[src/rtl/mandala_frame_if.sv]
// Bundle between the sync generator / user controls and the frame sequencer.
//   vsync         : active-high vsync, clk domain
//   cfg_speed     : advance once every cfg_speed+1 frames
//   cfg_pause     : freeze phase/colour/divider/FSM
//   cfg_reverse   : wrap mode count direction (1 = down)
//   cfg_mode      : 0 wrap, 1 ping-pong, 2/3 hold
//   pattern_phase : angle offset for the pattern generator
//   color_count   : palette base counter
//   frame_count   : frames seen since reset
//   sweep_down    : ping-pong direction state
//   frame_tick    : one-cycle pulse per frame
// master = control/sync side, slave = sequencer side.
interface mandala_frame_if #(
    parameter int unsigned PHASE_W = 10,
    parameter int unsigned FC_W    = 16
);
    logic               vsync;
    logic [2:0]         cfg_speed;
    logic               cfg_pause;
    logic               cfg_reverse;
    logic [1:0]         cfg_mode;
    logic [PHASE_W-1:0] pattern_phase;
    logic [7:0]         color_count;
    logic [FC_W-1:0]    frame_count;
    logic               sweep_down;
    logic               frame_tick;

    modport master (
        output vsync, cfg_speed, cfg_pause, cfg_reverse, cfg_mode,
        input  pattern_phase, color_count, frame_count, sweep_down, frame_tick
    );

    modport slave (
        input  vsync, cfg_speed, cfg_pause, cfg_reverse, cfg_mode,
        output pattern_phase, color_count, frame_count, sweep_down, frame_tick
    );
endinterface

[src/rtl/mandala_frame_sequencer.sv]
// Per-frame animation state for the mandala pattern generator.
// Detects the rising edge of vsync and, one clock later, presents the new
// pattern phase, colour counter, frame counter and a one-cycle frame tick.
// Ports:
//   clk   : pixel clock
//   rst_n : asynchronous active-low reset
//   bus   : mandala_frame_if slave (vsync + cfg inputs, animation outputs)
module mandala_frame_sequencer #(
    parameter int unsigned PHASE_W   = 10,
    parameter int unsigned STEP      = 1,
    parameter int unsigned PHASE_MAX = 1023,
    parameter int unsigned FC_W      = 16
) (
    input  logic            clk,
    input  logic            rst_n,
    mandala_frame_if.slave  bus
);

    localparam logic [0:0] S_UP   = 1'b0;
    localparam logic [0:0] S_DOWN = 1'b1;

    localparam logic [PHASE_W-1:0] STEP_P  = PHASE_W'(STEP);
    localparam logic [PHASE_W:0]   STEP_X  = (PHASE_W + 1)'(STEP);
    localparam logic [PHASE_W:0]   PMAX_X  = (PHASE_W + 1)'(PHASE_MAX);
    localparam logic [PHASE_W-1:0] PMAX_P  = PHASE_W'(PHASE_MAX);

    logic               vsync_q;
    logic               rise;
    logic [2:0]         div_q, div_d;
    logic [PHASE_W-1:0] phase_q, phase_d;
    logic [7:0]         color_q, color_d;
    logic [FC_W-1:0]    fc_q;
    logic               tick_q;
    logic [0:0]         state_q, state_d;
    logic               advance;
    logic [PHASE_W:0]   phase_up;

    assign rise     = bus.vsync & ~vsync_q;
    // One extra bit so phase+STEP cannot wrap before the turn-point compare.
    assign phase_up = {1'b0, phase_q} + STEP_X;

    always_comb begin
        div_d   = div_q;
        phase_d = phase_q;
        color_d = color_q;
        state_d = state_q;
        advance = 1'b0;

        if (rise && !bus.cfg_pause) begin
            // >= rather than == so a speed lowered mid-count still fires.
            if (div_q >= bus.cfg_speed) begin
                div_d   = 3'd0;
                advance = 1'b1;
            end else begin
                div_d = div_q + 3'd1;
            end
        end

        if (advance) begin
            case (bus.cfg_mode)
                2'd0: begin
                    color_d = color_q + 8'd1;
                    if (bus.cfg_reverse) begin
                        phase_d = phase_q - STEP_P;
                    end else begin
                        phase_d = phase_q + STEP_P;
                    end
                end
                2'd1: begin
                    color_d = color_q + 8'd1;
                    if (state_q == S_UP) begin
                        // Also clamps a phase already above PHASE_MAX on entry.
                        if (phase_up > PMAX_X) begin
                            phase_d = PMAX_P;
                            state_d = S_DOWN;
                        end else begin
                            phase_d = phase_up[PHASE_W-1:0];
                        end
                    end else begin
                        if (phase_q < STEP_P) begin
                            phase_d = '0;
                            state_d = S_UP;
                        end else begin
                            phase_d = phase_q - STEP_P;
                        end
                    end
                end
                default: ;
            endcase
        end
    end

    always_ff @(posedge clk or negedge rst_n) begin
        if (!rst_n) begin
            vsync_q <= 1'b0;
            div_q   <= 3'd0;
            phase_q <= '0;
            color_q <= 8'd0;
            fc_q    <= '0;
            tick_q  <= 1'b0;
            state_q <= S_UP;
        end else begin
            vsync_q <= bus.vsync;
            tick_q  <= rise;
            div_q   <= div_d;
            phase_q <= phase_d;
            color_q <= color_d;
            state_q <= state_d;
            if (rise) begin
                fc_q <= fc_q + 1'b1;
            end
        end
    end

    assign bus.pattern_phase = phase_q;
    assign bus.color_count   = color_q;
    assign bus.frame_count   = fc_q;
    assign bus.frame_tick    = tick_q;
    assign bus.sweep_down    = (state_q == S_DOWN);

endmodule
[src/flat_wrapper.sv]
// flat-port wrapper written by rule: the top's interface ports become plain ports
module mandala_frame_sequencer_flat 
#(
    parameter int unsigned PHASE_W   = 10,
    parameter int unsigned STEP      = 1,
    parameter int unsigned PHASE_MAX = 1023,
    parameter int unsigned FC_W      = 16
)
  (clk, rst_n, bus_vsync, bus_cfg_speed, bus_cfg_pause, bus_cfg_reverse, bus_cfg_mode, bus_pattern_phase, bus_color_count, bus_frame_count, bus_sweep_down, bus_frame_tick);
  mandala_frame_if #(.PHASE_W(PHASE_W), .FC_W(FC_W)) bus_i ();
  input  logic clk;
  input  logic rst_n;
  input wire logic [$bits(bus_i.vsync)-1:0] bus_vsync;
  input wire logic [$bits(bus_i.cfg_speed)-1:0] bus_cfg_speed;
  input wire logic [$bits(bus_i.cfg_pause)-1:0] bus_cfg_pause;
  input wire logic [$bits(bus_i.cfg_reverse)-1:0] bus_cfg_reverse;
  input wire logic [$bits(bus_i.cfg_mode)-1:0] bus_cfg_mode;
  output wire logic [$bits(bus_i.pattern_phase)-1:0] bus_pattern_phase;
  output wire logic [$bits(bus_i.color_count)-1:0] bus_color_count;
  output wire logic [$bits(bus_i.frame_count)-1:0] bus_frame_count;
  output wire logic [$bits(bus_i.sweep_down)-1:0] bus_sweep_down;
  output wire logic [$bits(bus_i.frame_tick)-1:0] bus_frame_tick;
  assign bus_i.vsync = bus_vsync;
  assign bus_i.cfg_speed = bus_cfg_speed;
  assign bus_i.cfg_pause = bus_cfg_pause;
  assign bus_i.cfg_reverse = bus_cfg_reverse;
  assign bus_i.cfg_mode = bus_cfg_mode;
  assign bus_pattern_phase = bus_i.pattern_phase;
  assign bus_color_count = bus_i.color_count;
  assign bus_frame_count = bus_i.frame_count;
  assign bus_sweep_down = bus_i.sweep_down;
  assign bus_frame_tick = bus_i.frame_tick;
  mandala_frame_sequencer #(.PHASE_W(PHASE_W), .STEP(STEP), .PHASE_MAX(PHASE_MAX), .FC_W(FC_W)) u_core (.clk(clk), .rst_n(rst_n), .bus(bus_i));
endmodule
[config.mk]
export PLATFORM = sky130hd
export DESIGN_NAME = mandala_frame_sequencer_flat
export DESIGN_NICKNAME = d
export VERILOG_FILES = /design/src/rtl/mandala_frame_if.sv /design/src/rtl/mandala_frame_sequencer.sv /design/src/flat_wrapper.sv
export SDC_FILE = /design/constraint.sdc
export NUM_CORES = 1
export LEC_CHECK = 0
export ABC_CLOCK_PERIOD_IN_PS = 2200
export CAP_MARGIN = 20
export CORE_MARGIN = 1
export CORE_UTILIZATION = 52
export DETAILED_ROUTE_END_ITERATION = 10
export GPL_TIMING_DRIVEN = 0
export PLACE_DENSITY = 0.81
export SKIP_LAST_GASP = 1
export SYNTH_ARGS = -nofsm -noshare
export SYNTH_HDL_FRONTEND = slang
export SYNTH_SLANG_ARGS = --single-unit
[constraint.sdc]
create_clock -name clk -period 2.2 [get_ports clk]
set_input_delay 0.44 -clock clk [delete_from_list [all_inputs] [get_ports clk]]
set_output_delay 0.44 -clock clk [all_outputs]
set_load 0.02 [all_outputs]
==> results of run 1 <==
==> stage by stage <==
step                      setup TNS, ps  setup slack (ps)  std cells
final                                 0              29.0        378
after global routing               -170             -87.8        378
after CTS                         -8.28             -8.28        370
after detailed placement         -11350              -737        362
after global placement           -20900              -696        362
after floorplan                       0              77.3        266
==> placed cells by master (no fill, tap or decap), types with 3 or more instances in the layout <==
cell / count
a31oi_1: 4
nor2b_1: 4
dfrtp_1: 39
o22ai_1: 4
clkbuf_8: 5
clkbuf_1: 5
a21o_1: 4
xnor2_1: 17
inv_1: 7
a211oi_1: 3
buf_2: 4
and3_1: 6
nand3_1: 10
nor2_1: 13
o31ai_1: 3
nand4_1: 11
a21oi_1: 6
nand2b_1: 3
nand2_1: 25
o21ai_1: 4
nor3_1: 8
o21ai_0: 9
ha_1: 6
clkdlybuf4s50_1: 41
nand3b_1: 3
xor2_1: 7
buf_4: 11
==> cell type report <==
type / instances / area (µm²) / share of cell area
clock buffers: 5 / 68.8 / 0.0209
inverters: 8 / 30.0 / 0.00912
flip-flops and latches: 40 / 1000 / 0.304
multi-input cells: 204 / 1500 / 0.457
well taps: 52 / 65.1 / 0.0197
repair buffers: 54 / 533 / 0.162
clock inverters: 2 / 12.5 / 0.00380
plain buffers: 13 / 78.8 / 0.0239
==> kinds of logic (layout without fill, tap and decap cells) <==
logic type	count (synthesis)	in the layout	share of synthesized area
fa+ha+maj	9	9	0.0458
compound gates	58	59	0.164
flops	40	40	0.407
mux	3	3	0.0127
buf+inv	24	82	0.0418
simple gates	108	109	0.243
xor+xnor	24	24	0.0855
==> critical path: stages (launching register included) <==
cell	delay, ps
dfrtp_1	380
clkbuf_4	190
inv_1	120
ha_4	160
nor3b_4	260
buf_4	180
nand3_1	140
nor2_2	220
a211oi_1	90
o21ai_1	160
o211ai_1	130
==> report_power, final <==
| part | leakage, µW | switching, µW | total, µW | internal, µW |
|---|---|---|---|---|
| Sequential | 0.000524 | 181 | 1060 | 875 |
| Clock | 0.0000400 | 248 | 463 | 214 |
| Combinational | 0.000805 | 769 | 1420 | 655 |
| Total | 0.00137 | 1200 | 2940 | 1740 |
==> metal layers <==
metal,wire length [µm],global-route usage,vias up,part of all wire
li1,-,-,1093,-
met1,2680,0.319,1110,0.42
met2,2930,0.395,128,0.46
met3,524,0.0527,31,0.082
met4,219,0.120,0,0.034
met5,0,0,-,0
==> repair_timing <==
item,in CTS,in global routing
resized for setup,14,21
setup endpoints to repair,19,14
pin swaps,1,7
hold buffers,0,0
gates cloned,0,3
buffers inserted,3,6
==> flip-flops by register name, indices dropped and copies added (netlist names) <==
register and count:
u_core.bus.frame_count 16, u_core.bus.frame_tick 1, u_core.bus.pattern_phase 10, u_core.div_q 3, u_core.bus.sweep_down 1, u_core.bus.color_count 8, u_core.vsync_q 1
==> worst max-delay path by stage <==
stage / start / endpoint / depth (start not counted)
6_report: u_core.bus.pattern_phase[0] / u_core.bus.pattern_phase[3] / 10
5_1_grt: u_core.bus.pattern_phase[3] / u_core.bus.pattern_phase[5] / 7
3_3_place_gp: bus_cfg_speed[2] / u_core.bus.color_count[2] / 9
2_1_floorplan: u_core.bus.pattern_phase[0] / u_core.bus.pattern_phase[7] / 9
4_1_cts: bus_cfg_speed[2] / u_core.bus.pattern_phase[3] / 9
3_5_place_dp: bus_cfg_speed[2] / u_core.bus.color_count[2] / 9
==> impl_metrics.env, run 1 <==
export IMPL_io_pins=46
export IMPL_cts_sinks=40
export IMPL_grt_pass1_wl_um=9730
export IMPL_area_growth_pct=34.1
export IMPL_clock_path_buffers=2
export IMPL_max_slew_worst_pin_slew_ps=864
export IMPL_grt_setup_unrepaired="yes"
export IMPL_post_dp_cell_area_mm2=0.00296
export IMPL_synth_common_cells="40 x dfrtp_1, 25 x nand2_1, 17 x xnor2_1"
export IMPL_ant_nets=0
export IMPL_yosysMostFrequentCell="dfrtp_1"
export IMPL_worst_ep_arrival_time_ps=2330
export IMPL_wl_per_cell_um=16.8
export IMPL_synth_cell_area_mm2=0.00246
export IMPL_wl_um=6350
export IMPL_r2r_end="u_core.bus.pattern_phase[3]"
export IMPL_gp_congestion=0.962
export IMPL_p_per_area_mw_per_mm2=893
export IMPL_first_pass_iters=8
export IMPL_r2r_start="u_core.bus.pattern_phase[0]"
export IMPL_vdd_drop_max_mv=0.523
export IMPL_ys_seq_area_frac=0.407
export IMPL_r2r_cells=10
export IMPL_syn_nets=285
export IMPL_r2r_slack_ps=30
export IMPL_violations="design-rule violations"
export IMPL_num_rows=24
export IMPL_drive_above_1_share=0.181
export IMPL_finalCritPeriodShare=0.987
export IMPL_overflow=0
export IMPL_synth_area_leaders="dfrtp_1 41%, xnor2_1 6.1%, ha_1 4.6%"
export IMPL_die_area_mm2=0.00500
export IMPL_synth_top_area_share=0.407
export IMPL_avgSynthCellArea_um2=9.24
export IMPL_crit_type="reg -> reg"
export IMPL_ys_flop_type="dfrtp_1"
export IMPL_antenna_cells=0
export IMPL_fmaxAchievable_mhz=461
export IMPL_hold_class="in -> async"
export IMPL_skew_ps=3.38
export IMPL_timing_hold_violations_final=0
export IMPL_path_clk_slew_ps=70
export IMPL_p_leak_uw=0.00137
export IMPL_nets=345
export IMPL_drv_slew=0
export IMPL_power_uw=2940
export IMPL_drc_errors=8
export IMPL_cap_violations=0
export IMPL_synth_enable_flop_cells=0
export IMPL_startpoint_type="flip-flop"
export IMPL_worst_path_max_fanout=10
export IMPL_die_h_um=70.7
export IMPL_grt_pass1_vias=2157
export IMPL_yosys_warnings=0
export IMPL_cp_required_ps=2360
export IMPL_clockRootBuffer="clkbuf_8"
export IMPL_netlist_top_cell_by_area="dfrtp_1"
export IMPL_synth_seq_cells=40
export IMPL_antenna_found_initial=0
export IMPL_grt_usage=0.247
export IMPL_ys_types=58
export IMPL_nFillCells=339
export IMPL_status="finished with violations"
export IMPL_via_count=2362
export IMPL_hold_slack_ps=256
export IMPL_async_reset_ff_frac=1.00
export IMPL_hpwl_um=4090
export IMPL_clk_latency_ps=290
export IMPL_final_min_clock_period_ps=2170
export IMPL_drt_iter0_drc=198
export IMPL_die_w_um=70.7
export IMPL_design_area_mm2=0.00329
export IMPL_setup_viol=0
export IMPL_htree_levels=2
export IMPL_place_port_buffers=44
export IMPL_slew_headroom=0.424
export IMPL_synth_cells=266
export IMPL_cts_tree="done"
export IMPL_start_util=0.553
export IMPL_coreArea_mm2=0.00444
export IMPL_cts_made_buffers=5
export IMPL_viasPerCell=6.25
export IMPL_end_kind="flip-flop"
export IMPL_grt_max_degree=41
export IMPL_utilization=0.741
Power figures use the tool's default switching activity.
==> run 2, diff against run 1 <==
--- a/config.mk
+++ b/config.mk
@@ -7,7 +7,6 @@
 export LEC_CHECK = 0
 export ABC_CLOCK_PERIOD_IN_PS = 2200
 export CAP_MARGIN = 20
-export CORE_MARGIN = 1
 export CORE_UTILIZATION = 52
 export DETAILED_ROUTE_END_ITERATION = 10
 export GPL_TIMING_DRIVEN = 0
==> results of run 2 <==
Final layout, timing and power as in run 1 (identical DEF).
==> RTL edit (config.mk and constraints of run 2) <==
`FC_W` is set to 16 in 3 places; all go to 32.
--- a/src/rtl/mandala_frame_if.sv
+++ b/src/rtl/mandala_frame_if.sv
@@ -12,7 +12,7 @@
 // master = control/sync side, slave = sequencer side.
 interface mandala_frame_if #(
     parameter int unsigned PHASE_W = 10,
-    parameter int unsigned FC_W    = 16
+    parameter int unsigned FC_W    = 32
 );
     logic               vsync;
     logic [2:0]         cfg_speed;
--- a/src/rtl/mandala_frame_sequencer.sv
+++ b/src/rtl/mandala_frame_sequencer.sv
@@ -9,7 +9,7 @@
     parameter int unsigned PHASE_W   = 10,
     parameter int unsigned STEP      = 1,
     parameter int unsigned PHASE_MAX = 1023,
-    parameter int unsigned FC_W      = 16
+    parameter int unsigned FC_W      = 32
 ) (
     input  logic            clk,
     input  logic            rst_n,
--- a/src/flat_wrapper.sv
+++ b/src/flat_wrapper.sv
@@ -4,7 +4,7 @@
     parameter int unsigned PHASE_W   = 10,
     parameter int unsigned STEP      = 1,
     parameter int unsigned PHASE_MAX = 1023,
-    parameter int unsigned FC_W      = 16
+    parameter int unsigned FC_W      = 32
 )
   (clk, rst_n, bus_vsync, bus_cfg_speed, bus_cfg_pause, bus_cfg_reverse, bus_cfg_mode, bus_pattern_phase, bus_color_count, bus_frame_count, bus_sweep_down, bus_frame_tick);
   mandala_frame_if #(.PHASE_W(PHASE_W), .FC_W(FC_W)) bus_i ();
Interface: changed (resized bus_frame_count); port bits go from 46 to 62. No check against the original RTL was run, so the function may have changed too.
==> RTL edit against run 2 <==
- the run ends with negative setup slack left
- total power rose by 31%
- wire length increased by 30%
- sequential cell count rose by 16
- setup slack got worse by 340 ps
- synthesized area increased by 30%
- final area is 34% higher
- clock skew grew 3.7 ps
- critical endpoint is now u_core.bus.pattern_phase[4]
==> RTL edit: results (changes against run 2) <==
Layout fillers 420 (+24%); clk cell area share 2.04% (-0.43 points); Total GRT Usage 25.4% (+0.71 points); setup violators final 10 (+10); clock slew at reported path FFs 110 ps (+40 ps); Initial DRC Count 312 (+58%); Syn Nets 357 (+25%); Mapped Avg Cell Area 9.48 um2 (+2.6%); Slew HR 59.9% (+18 points); placed cell areas 0.00397 mm2 (+34%); Post-synth top cells dfrtp_1, nand2_1, xnor2_1; largest cells by area after synthesis dfrtp_1, xnor2_1, nand2_1, xor2_1, ha_1; failing checks negative setup slack; sequential portion of the cell area 31.7% (+1.3 points); port bufs 60 (+36%); fin worst setup slack -308 ps (-337 ps); die area 0.00648 mm2 (+29%); crit path DAT 2700 ps (+370 ps); largest net degree at the start of global routing 38 (-7.3%); inverters 12 (+4); worst reg2reg endpoint u_core.bus.pattern_phase[4]; Multi-input comb cells 252 (+24%); vias in the first global route 2680 (+24%); Post-layout nets 442 (+28%); layout cells sized above 1 21.9% (+3.8 points); bufs w/o clock 96 (+43%); Leakage 1.89 nW (+38%); status complete, but fails checks; DP Worst Slack -850 ps (-114 ps); Non-Clock Buffer Area Fraction 19.9% (+1.3 points)
==> RTL edit: changes by cell type after synthesis, moves of 5 or more <==
cell     delta
nand2_1    +18
a21oi_1     +7
xor2_1      +6
nand3_1     +6
dfrtp_1    +16
xnor2_1    +12
buf_2       +5
==> RTL edit: what timing repair did <==
item,CTS,global route
buffers inserted,14,6
gates resized for setup,24,29
pin swaps,18,20
setup endpoints to repair,16,24
gates cloned,0,0
==> RTL edit: worst max path at each step <==
stage,from,to,cells past startpoint
global placement,rst_n,u_core.bus.pattern_phase[1],1
global route,u_core.bus.pattern_phase[0],u_core.bus.pattern_phase[4],11
floorplan,u_core.bus.pattern_phase[1],u_core.bus.pattern_phase[1],9
finish,u_core.bus.pattern_phase[1],u_core.bus.pattern_phase[4],11
detailed placement,bus_cfg_speed[2],u_core.bus.pattern_phase[9],10
CTS,u_core.bus.pattern_phase[0],u_core.bus.pattern_phase[1],8
==> RTL edit: kinds of logic (layout without fill, tap and decap cells) <==
logic type | Yosys count | after routing | synth area share (%)
simple gates | 140 | 140 | 23.2
compound gates | 58 | 58 | 12.8
flops | 56 | 56 | 43.7
xor+xnor | 42 | 42 | 11.5
buf+inv | 30 | 116 | 4.10
fa+ha+maj | 9 | 9 | 3.51
mux | 3 | 3 | 1.13
==> RTL edit: report_power, final <==
| group | leakage (nW) | total, mW | internal (mW) | switching (mW) |
|---|---|---|---|---|
| clock | 0.0445 | 0.577 | 0.227 | 0.350 |
| sequential | 0.744 | 1.41 | 1.19 | 0.220 |
| combinational | 1.10 | 1.87 | 0.905 | 0.961 |
| total | 1.89 | 3.85 | 2.32 | 1.53 |
==> RTL edit: metal layers <==
metal  vias up  share of wire, %  track usage [%]
met1      1407                43             34.2
met5         -                 0                0
met3        11               6.9             6.36
li1       1376                 -                -
met2       137                49             40.8
met4         0               1.1             6.07
